### config.mk
export PLATFORM = sky130hd
export DESIGN_NAME = led_pattern_indicator
export DESIGN_NICKNAME = d
export VERILOG_FILES = /design/src/rtl/led_pattern_indicator.sv
export SDC_FILE = /design/constraint.sdc
export NUM_CORES = 1
export LEC_CHECK = 0
export ABC_CLOCK_PERIOD_IN_PS = 1650
export BUFFER_PORTS_ARGS = -buffer_cell sky130_fd_sc_hd__buf_4
export CORE_UTILIZATION = 50
export DETAILED_ROUTE_END_ITERATION = 16
export PLACE_DENSITY = 0.81
export SETUP_SLACK_MARGIN = 0.05
export SYNTH_ARGS = -nofsm -noshare
export SYNTH_HDL_FRONTEND = slang
export SYNTH_SLANG_ARGS = --single-unit
### constraint.sdc
create_clock -name clk -period 1.65 [get_ports clk]
set_clock_uncertainty 0.1 [all_clocks]
set_input_delay 0.165 -clock clk [delete_from_list [all_inputs] [get_ports clk]]
set_output_delay 0.165 -clock clk [all_outputs]
set_load 0.01 [all_outputs]
### src/rtl/led_pattern_indicator.sv
`default_nettype none
// ============================================================================
// Module      : led_pattern_indicator
// Description : Lights LED i when any debounced input group equals pattern i;
//               direct, latched and blinking display modes.
// Revision    : 1.0 - initial release
// ============================================================================
module led_pattern_indicator #(
  parameter int                             GROUP_W    = 3,
  parameter int                             NUM_GROUPS = 2,
  parameter int                             NUM_LEDS   = 4,
  parameter logic [NUM_LEDS*GROUP_W-1:0]    PATTERNS   = {3'b101, 3'b111, 3'b000, 3'b010},
  parameter int                             DEBOUNCE   = 4,
  parameter int                             BLINK_HALF = 8
) (
  input  logic                           clk,
  input  logic                           rst,
  input  logic [NUM_GROUPS*GROUP_W-1:0]  groups_in,
  input  logic [1:0]                     mode,
  input  logic                           clear,
  output logic [NUM_LEDS-1:0]            leds,
  output logic                           update
);

  localparam int c_data_w = NUM_GROUPS * GROUP_W;
  localparam int c_dcnt_w = $clog2(DEBOUNCE + 1);
  localparam int c_bcnt_w = $clog2(BLINK_HALF + 1);
  localparam logic [c_dcnt_w-1:0] c_dcnt_max = c_dcnt_w'(DEBOUNCE - 1);
  localparam logic [c_bcnt_w-1:0] c_bcnt_max = c_bcnt_w'(BLINK_HALF - 1);

  logic [c_data_w-1:0] r_s1;
  logic [c_data_w-1:0] r_s2;
  logic [c_data_w-1:0] r_cand;
  logic [c_data_w-1:0] r_deb;
  logic                r_deb_valid;
  logic [c_dcnt_w-1:0] r_dcnt;
  logic                r_accept_q;
  logic [NUM_LEDS-1:0] r_latch;
  logic [NUM_LEDS-1:0] r_leds;
  logic                r_update;
  logic [c_bcnt_w-1:0] r_bcnt;
  logic                r_phase;

  logic                w_accept;
  logic [NUM_LEDS-1:0] w_hit;
  logic [NUM_LEDS-1:0] w_latch_next;
  logic [NUM_LEDS-1:0] w_leds_next;

  always_ff @(posedge clk or posedge rst) begin
    if (rst) begin
      r_s1 <= '0;
      r_s2 <= '0;
    end else begin
      r_s1 <= groups_in;
      r_s2 <= r_s1;
    end
  end

  // Accept only a value that has been stable long enough and differs from the
  // one already on display (or when nothing has been accepted yet).
  assign w_accept = (r_s2 == r_cand) && (r_dcnt == c_dcnt_max) &&
                    ((r_cand != r_deb) || !r_deb_valid);

  always_ff @(posedge clk or posedge rst) begin
    if (rst) begin
      r_cand      <= '0;
      r_deb       <= '0;
      r_deb_valid <= 1'b0;
      r_dcnt      <= '0;
      r_accept_q  <= 1'b0;
    end else begin
      r_accept_q <= w_accept;
      if (r_s2 != r_cand) begin
        r_cand <= r_s2;
        r_dcnt <= '0;
      end else if (r_dcnt < c_dcnt_max) begin
        r_dcnt <= r_dcnt + 1'b1;
      end else if (w_accept) begin
        r_deb       <= r_cand;
        r_deb_valid <= 1'b1;
      end
    end
  end

  always_comb begin
    w_hit = '0;
    for (int i = 0; i < NUM_LEDS; i++) begin
      for (int g = 0; g < NUM_GROUPS; g++) begin
        if (r_deb_valid && (r_deb[g*GROUP_W +: GROUP_W] == PATTERNS[i*GROUP_W +: GROUP_W])) begin
          w_hit[i] = 1'b1;
        end
      end
    end
  end

  assign w_latch_next = clear ? w_hit : (r_latch | w_hit);

  always_comb begin
    w_leds_next = w_hit;
    case (mode)
      2'd1:    w_leds_next = w_latch_next;
      2'd2:    w_leds_next = w_hit & {NUM_LEDS{r_phase}};
      default: w_leds_next = w_hit;
    endcase
  end

  // The blink timebase free-runs so the phase is independent of mode changes.
  always_ff @(posedge clk or posedge rst) begin
    if (rst) begin
      r_bcnt  <= '0;
      r_phase <= 1'b1;
    end else if (r_bcnt == c_bcnt_max) begin
      r_bcnt  <= '0;
      r_phase <= ~r_phase;
    end else begin
      r_bcnt <= r_bcnt + 1'b1;
    end
  end

  always_ff @(posedge clk or posedge rst) begin
    if (rst) begin
      r_latch  <= '0;
      r_leds   <= '0;
      r_update <= 1'b0;
    end else begin
      r_latch  <= w_latch_next;
      r_leds   <= w_leds_next;
      r_update <= r_accept_q;
    end
  end

  assign leds   = r_leds;
  assign update = r_update;

endmodule
`default_nettype wire

==> flow_summary.rst <==
.. list-table::
   :header-rows: 1

   * - Metric
     - Value
   * - Max cap viols
     - 0
   * - Result of the run
     - complete, but fails checks
   * - Vertical die dimension
     - 60.7 um
   * - Gr usage total
     - 0.194
   * - Layout cells sized above 1
     - 0.287
   * - Number of fill cells in the layout
     - 236
   * - Final count of pins violating max slew
     - 0
   * - Hold Crit Start
     - mode[0]
   * - Final antenna-violating net count
     - 0
   * - Syn_area_per_cell
     - 12.7 um2
   * - Worst-Margin Slew
     - 518 ps
   * - Clock tree from TritonCTS
     - done
   * - # clock sinks
     - 43
   * - Hold path depth
     - 3
   * - Area of the die
     - 3680 um2
   * - Part of the total power dissipated in the clock network
     - 0.304
   * - Largest net degree at the start of global routing
     - 44
   * - Violations in the final reports
     - negative setup slack
   * - Fin nets
     - 189
   * - Maximum root-to-sink buffer count
     - 2
   * - Combinational group share of total power
     - 0.071
   * - Reg2Reg Depth
     - 5
   * - DRT iter0 DRCs
     - 82
   * - H-tree depth reported by CTS
     - 2
   * - Area growth syn-to-layout
     - 24.6%
   * - Startpoint of the worst register-to-register path
     - r_cand[3]
   * - Element type at the critical path start
     - register
   * - Initial Utilization
     - 0.546
   * - Multiplexer share of the synthesized area
     - 0.0524
   * - Max-Slew Margin vs Limit
     - 0.655
   * - Worst setup slack after layout
     - -142 ps
   * - Die W
     - 60.7 um
   * - Latest clock arrival within the worst-skew pair
     - 350 ps
   * - Areal power density over the cells
     - 814 nW/um2
   * - Setup repair after global routing missed its margin
     - yes
   * - Switching power share of the total
     - 0.228
   * - Buffer type at the clock tree root
     - sky130_fd_sc_hd__clkbuf_4
   * - Clock Pin Slew Worst Setup and Hold Paths
     - 120 ps
   * - Flip-flop and latch count after synthesis
     - 43
   * - Synth Area in Compound Gates
     - 0.0640
   * - Worst hold path endpoint
     - leds[3]
   * - Final antenna diode count
     - 0
   * - Leakage power
     - 1.03 nW
   * - Area share of and/or/nand/nor cells after synthesis
     - 0.113
   * - Number of core rows
     - 20
   * - Initial antenna violation count
     - 0
   * - Final setup violation count
     - 6
   * - Sequential fraction of the synthesis area
     - 0.626
   * - Wire length of the first global-routing pass
     - 4.95 mm
   * - Worst setup slack for register-to-register paths
     - -140 ps
   * - Dominant combinational cell family by area after synthesis
     - simple AND/OR/NAND/NOR gates
   * - Reg-to-reg endpoint
     - r_deb[4]
   * - Hold Violations, Final
     - 0
   * - Total standard cell area after synthesis
     - 1720 um2
   * - Storage element area
     - 1080 um2
   * - Placer Congestion
     - 0.734
   * - Vias per inst
     - 5.05
   * - Net load switching power
     - 397 uW
   * - Num ports
     - 16
   * - Crit Path Max Fanout
     - 7
   * - Final wirelength
     - 2.90 mm
   * - HPWL after DPL
     - 1.99 mm
   * - Maximum vdd ir drop
     - 0.624 mV
   * - Post-DR wirelength/cell
     - 13.3 um
   * - Ratio of final minimum period to clock period
     - 1.09
   * - Detailed-route DRC error count
     - 0
   * - Area of combinational cells with multiple inputs
     - 619 um2
   * - CP Capture Type
     - register
   * - Highest attainable clock frequency
     - 0.558 GHz
   * - Req. time, crit path
     - 1800 ps
   * - Total congestion overflow
     - 0
   * - Min cycle time layout
     - 1790 ps
   * - Crit path DAT
     - 1940 ps
   * - Internal power consumption
     - 1.35 mW
   * - Number of library cell types mapped by synthesis
     - 29
   * - Final core utilization
     - 0.680
   * - Class of the most critical hold timing path
     - in -> reg
   * - Vias in the first global route
     - 1,169
   * - Worst Path Class, Setup
     - reg -> reg
   * - Core Box Area
     - 3150 um2
   * - Number of search-and-repair iterations in the first detailed-routing pass
     - 4
   * - Total power after layout
     - 1.74 mW
   * - Net count after synthesis
     - 152
   * - Number of vias in the routed layout
     - 1,101
   * - Sequential Power Share
     - 0.625
   * - Cell count after synthesis
     - 136
   * - Number of buffers inserted by port buffering
     - 15
   * - Adder-Cell Fraction of Synth Area
     - 0.0364
   * - Xor/xnor share of the synthesized area
     - 0.0713
   * - YS warnings
     - 0
   * - Inserted Clock Buffers
     - 5
## placed cells by master, fill, tap and decap left out, drive strengths merged, types with 2 or more instances in the layout
cell / Yosys / routed
dfrtp: 42 / 42
nor2b: 2 / 2
o21ai: 7 / 7
ha: 5 / 5
nand3: 5 / 5
inv: 8 / 8
xor2: 8 / 8
nand2: 6 / 6
nand3b: 3 / 3
a21oi: 7 / 7
xnor2: 6 / 6
mux2: 6 / 6
nor2: 6 / 6
nor3: 4 / 4
clkbuf: 6 / 7
dlygate4sd3: 0 / 8
buf: 1 / 29
and3b: 2 / 2
## worst max-delay path, cell delays in order (launching register included)
cell and delay (ps):
sky130_fd_sc_hd__dfrtp_1 420, sky130_fd_sc_hd__xor2_1 180, sky130_fd_sc_hd__nor4_2 300, sky130_fd_sc_hd__and4bb_1 240
sky130_fd_sc_hd__buf_6 150, sky130_fd_sc_hd__mux2_4 300
## area by class of cell
| type | count | share of cell area |
|---|---|---|
| multi-input cells | 78 | 0.289 |
| inverters | 8 | 0.0140 |
| well taps | 44 | 0.0257 |
| clock buffers | 7 | 0.0257 |
| repair buffers | 37 | 0.141 |
| clock inverters | 1 | 0.00234 |
| flip-flops and latches | 43 | 0.503 |
## cells by family after synthesis
logic type	count (synthesis)
AND/OR/NAND/NOR	34
XOR/XNOR	14
adder cells (fa/ha/maj)	5
buffers and inverters	15
flip-flops	43
AO/OA/AOI/OAI	19
multiplexers	6
## routing by layer
metal | track usage | up-vias | part of all wire
li1 | - | 529 | -
met5 | 0 | - | 0
met4 | 0.0844 | 0 | 0.021
met3 | 0.0725 | 8 | 0.040
met1 | 0.207 | 543 | 0.41
met2 | 0.342 | 21 | 0.53
## flip-flops by register name (all words and copies together), names as in the netlist
name and count:
leds 4, r_accept_q 1, r_bcnt 4, r_cand 6
r_dcnt 3, r_deb 6, r_deb_valid 1, r_latch 4
r_phase 1, r_s1 6, r_s2 6, update 1
## through the flow
| step | TNS [ps] | std cells | setup slack [ps] | hold slack [ps] | instance area (um2) |
|---|---|---|---|---|---|
| 3_3_place_gp | -566 | 198 | -94.5 | 174 | 1930 |
| 5_1_grt | -1140 | 218 | -199 | 131 | 2140 |
| 3_5_place_dp | -801 | 198 | -140 | 176 | 1930 |
| 4_1_cts | -729 | 216 | -130 | 100 | 2090 |
| 2_1_floorplan | -249 | 136 | -41.5 | 96.4 | 1720 |
| 6_report | -806 | 218 | -142 | 103 | 2140 |
## cell usage after synthesis (all sizes together)
cell / n / share of area
or2: 1 / 0.0036
nor3b: 1 / 0.0044
a22o: 1 / 0.0051
a21oi: 7 / 0.020
ha: 5 / 0.036
nor3: 4 / 0.012
nor4: 1 / 0.0073
xnor2: 6 / 0.031
o41ai: 1 / 0.0051
mux2: 6 / 0.052
dfrtp: 42 / 0.61
a31oi: 1 / 0.0036
xor2: 8 / 0.041
and3b: 2 / 0.010
nand3b: 3 / 0.013
nand4: 1 / 0.0036
dfstp: 1 / 0.015
buf: 1 / 0.0065
a21o: 1 / 0.0044
nor2b: 2 / 0.0073
clkbuf: 6 / 0.013
o21ai: 7 / 0.020
and4bb: 1 / 0.0073
nand3: 5 / 0.015
o2bb2ai: 1 / 0.0051
nand2: 6 / 0.013
nor2: 6 / 0.013
nand2b: 1 / 0.0036
inv: 8 / 0.017
## worst max-delay path by stage
stage | slack [ps] | depth (start not counted) | startpoint | to
6_report | -140 | 5 | r_cand[3] | r_deb[4]
5_1_grt | -200 | 5 | r_cand[3] | r_deb[4]
4_1_cts | -130 | 5 | r_s2[0] | r_deb[4]
3_5_place_dp | -140 | 5 | r_s2[3] | r_deb[4]
3_3_place_gp | -90 | 5 | r_s2[3] | r_deb[5]
2_1_floorplan | -40 | 5 | r_cand[3] | r_deb[0]
## what timing repair did
item,CTS,global route
hold buffers,8,0
pin swaps,3,5
endpoints found under the setup margin,7,12
endpoints found under the hold margin,54,0
resized for setup,3,6
setup buffers,2,3
## power by group through the flow
| stage | logic [mW] | registers, mW | clock network, mW |
|---|---|---|---|
| final | 0.124 | 1.09 | 0.531 |
| after global routing | 0.136 | 1.09 | 0.581 |
| after CTS | 0.118 | 1.09 | 0.547 |
| after detailed placement | 0.0989 | 1.11 | 0 |
| after global placement | 0.0940 | 1.11 | 0 |
| after floorplan | 0.0538 | 1.11 | 0 |
No activity file was read; power rests on OpenSTA's default activity.
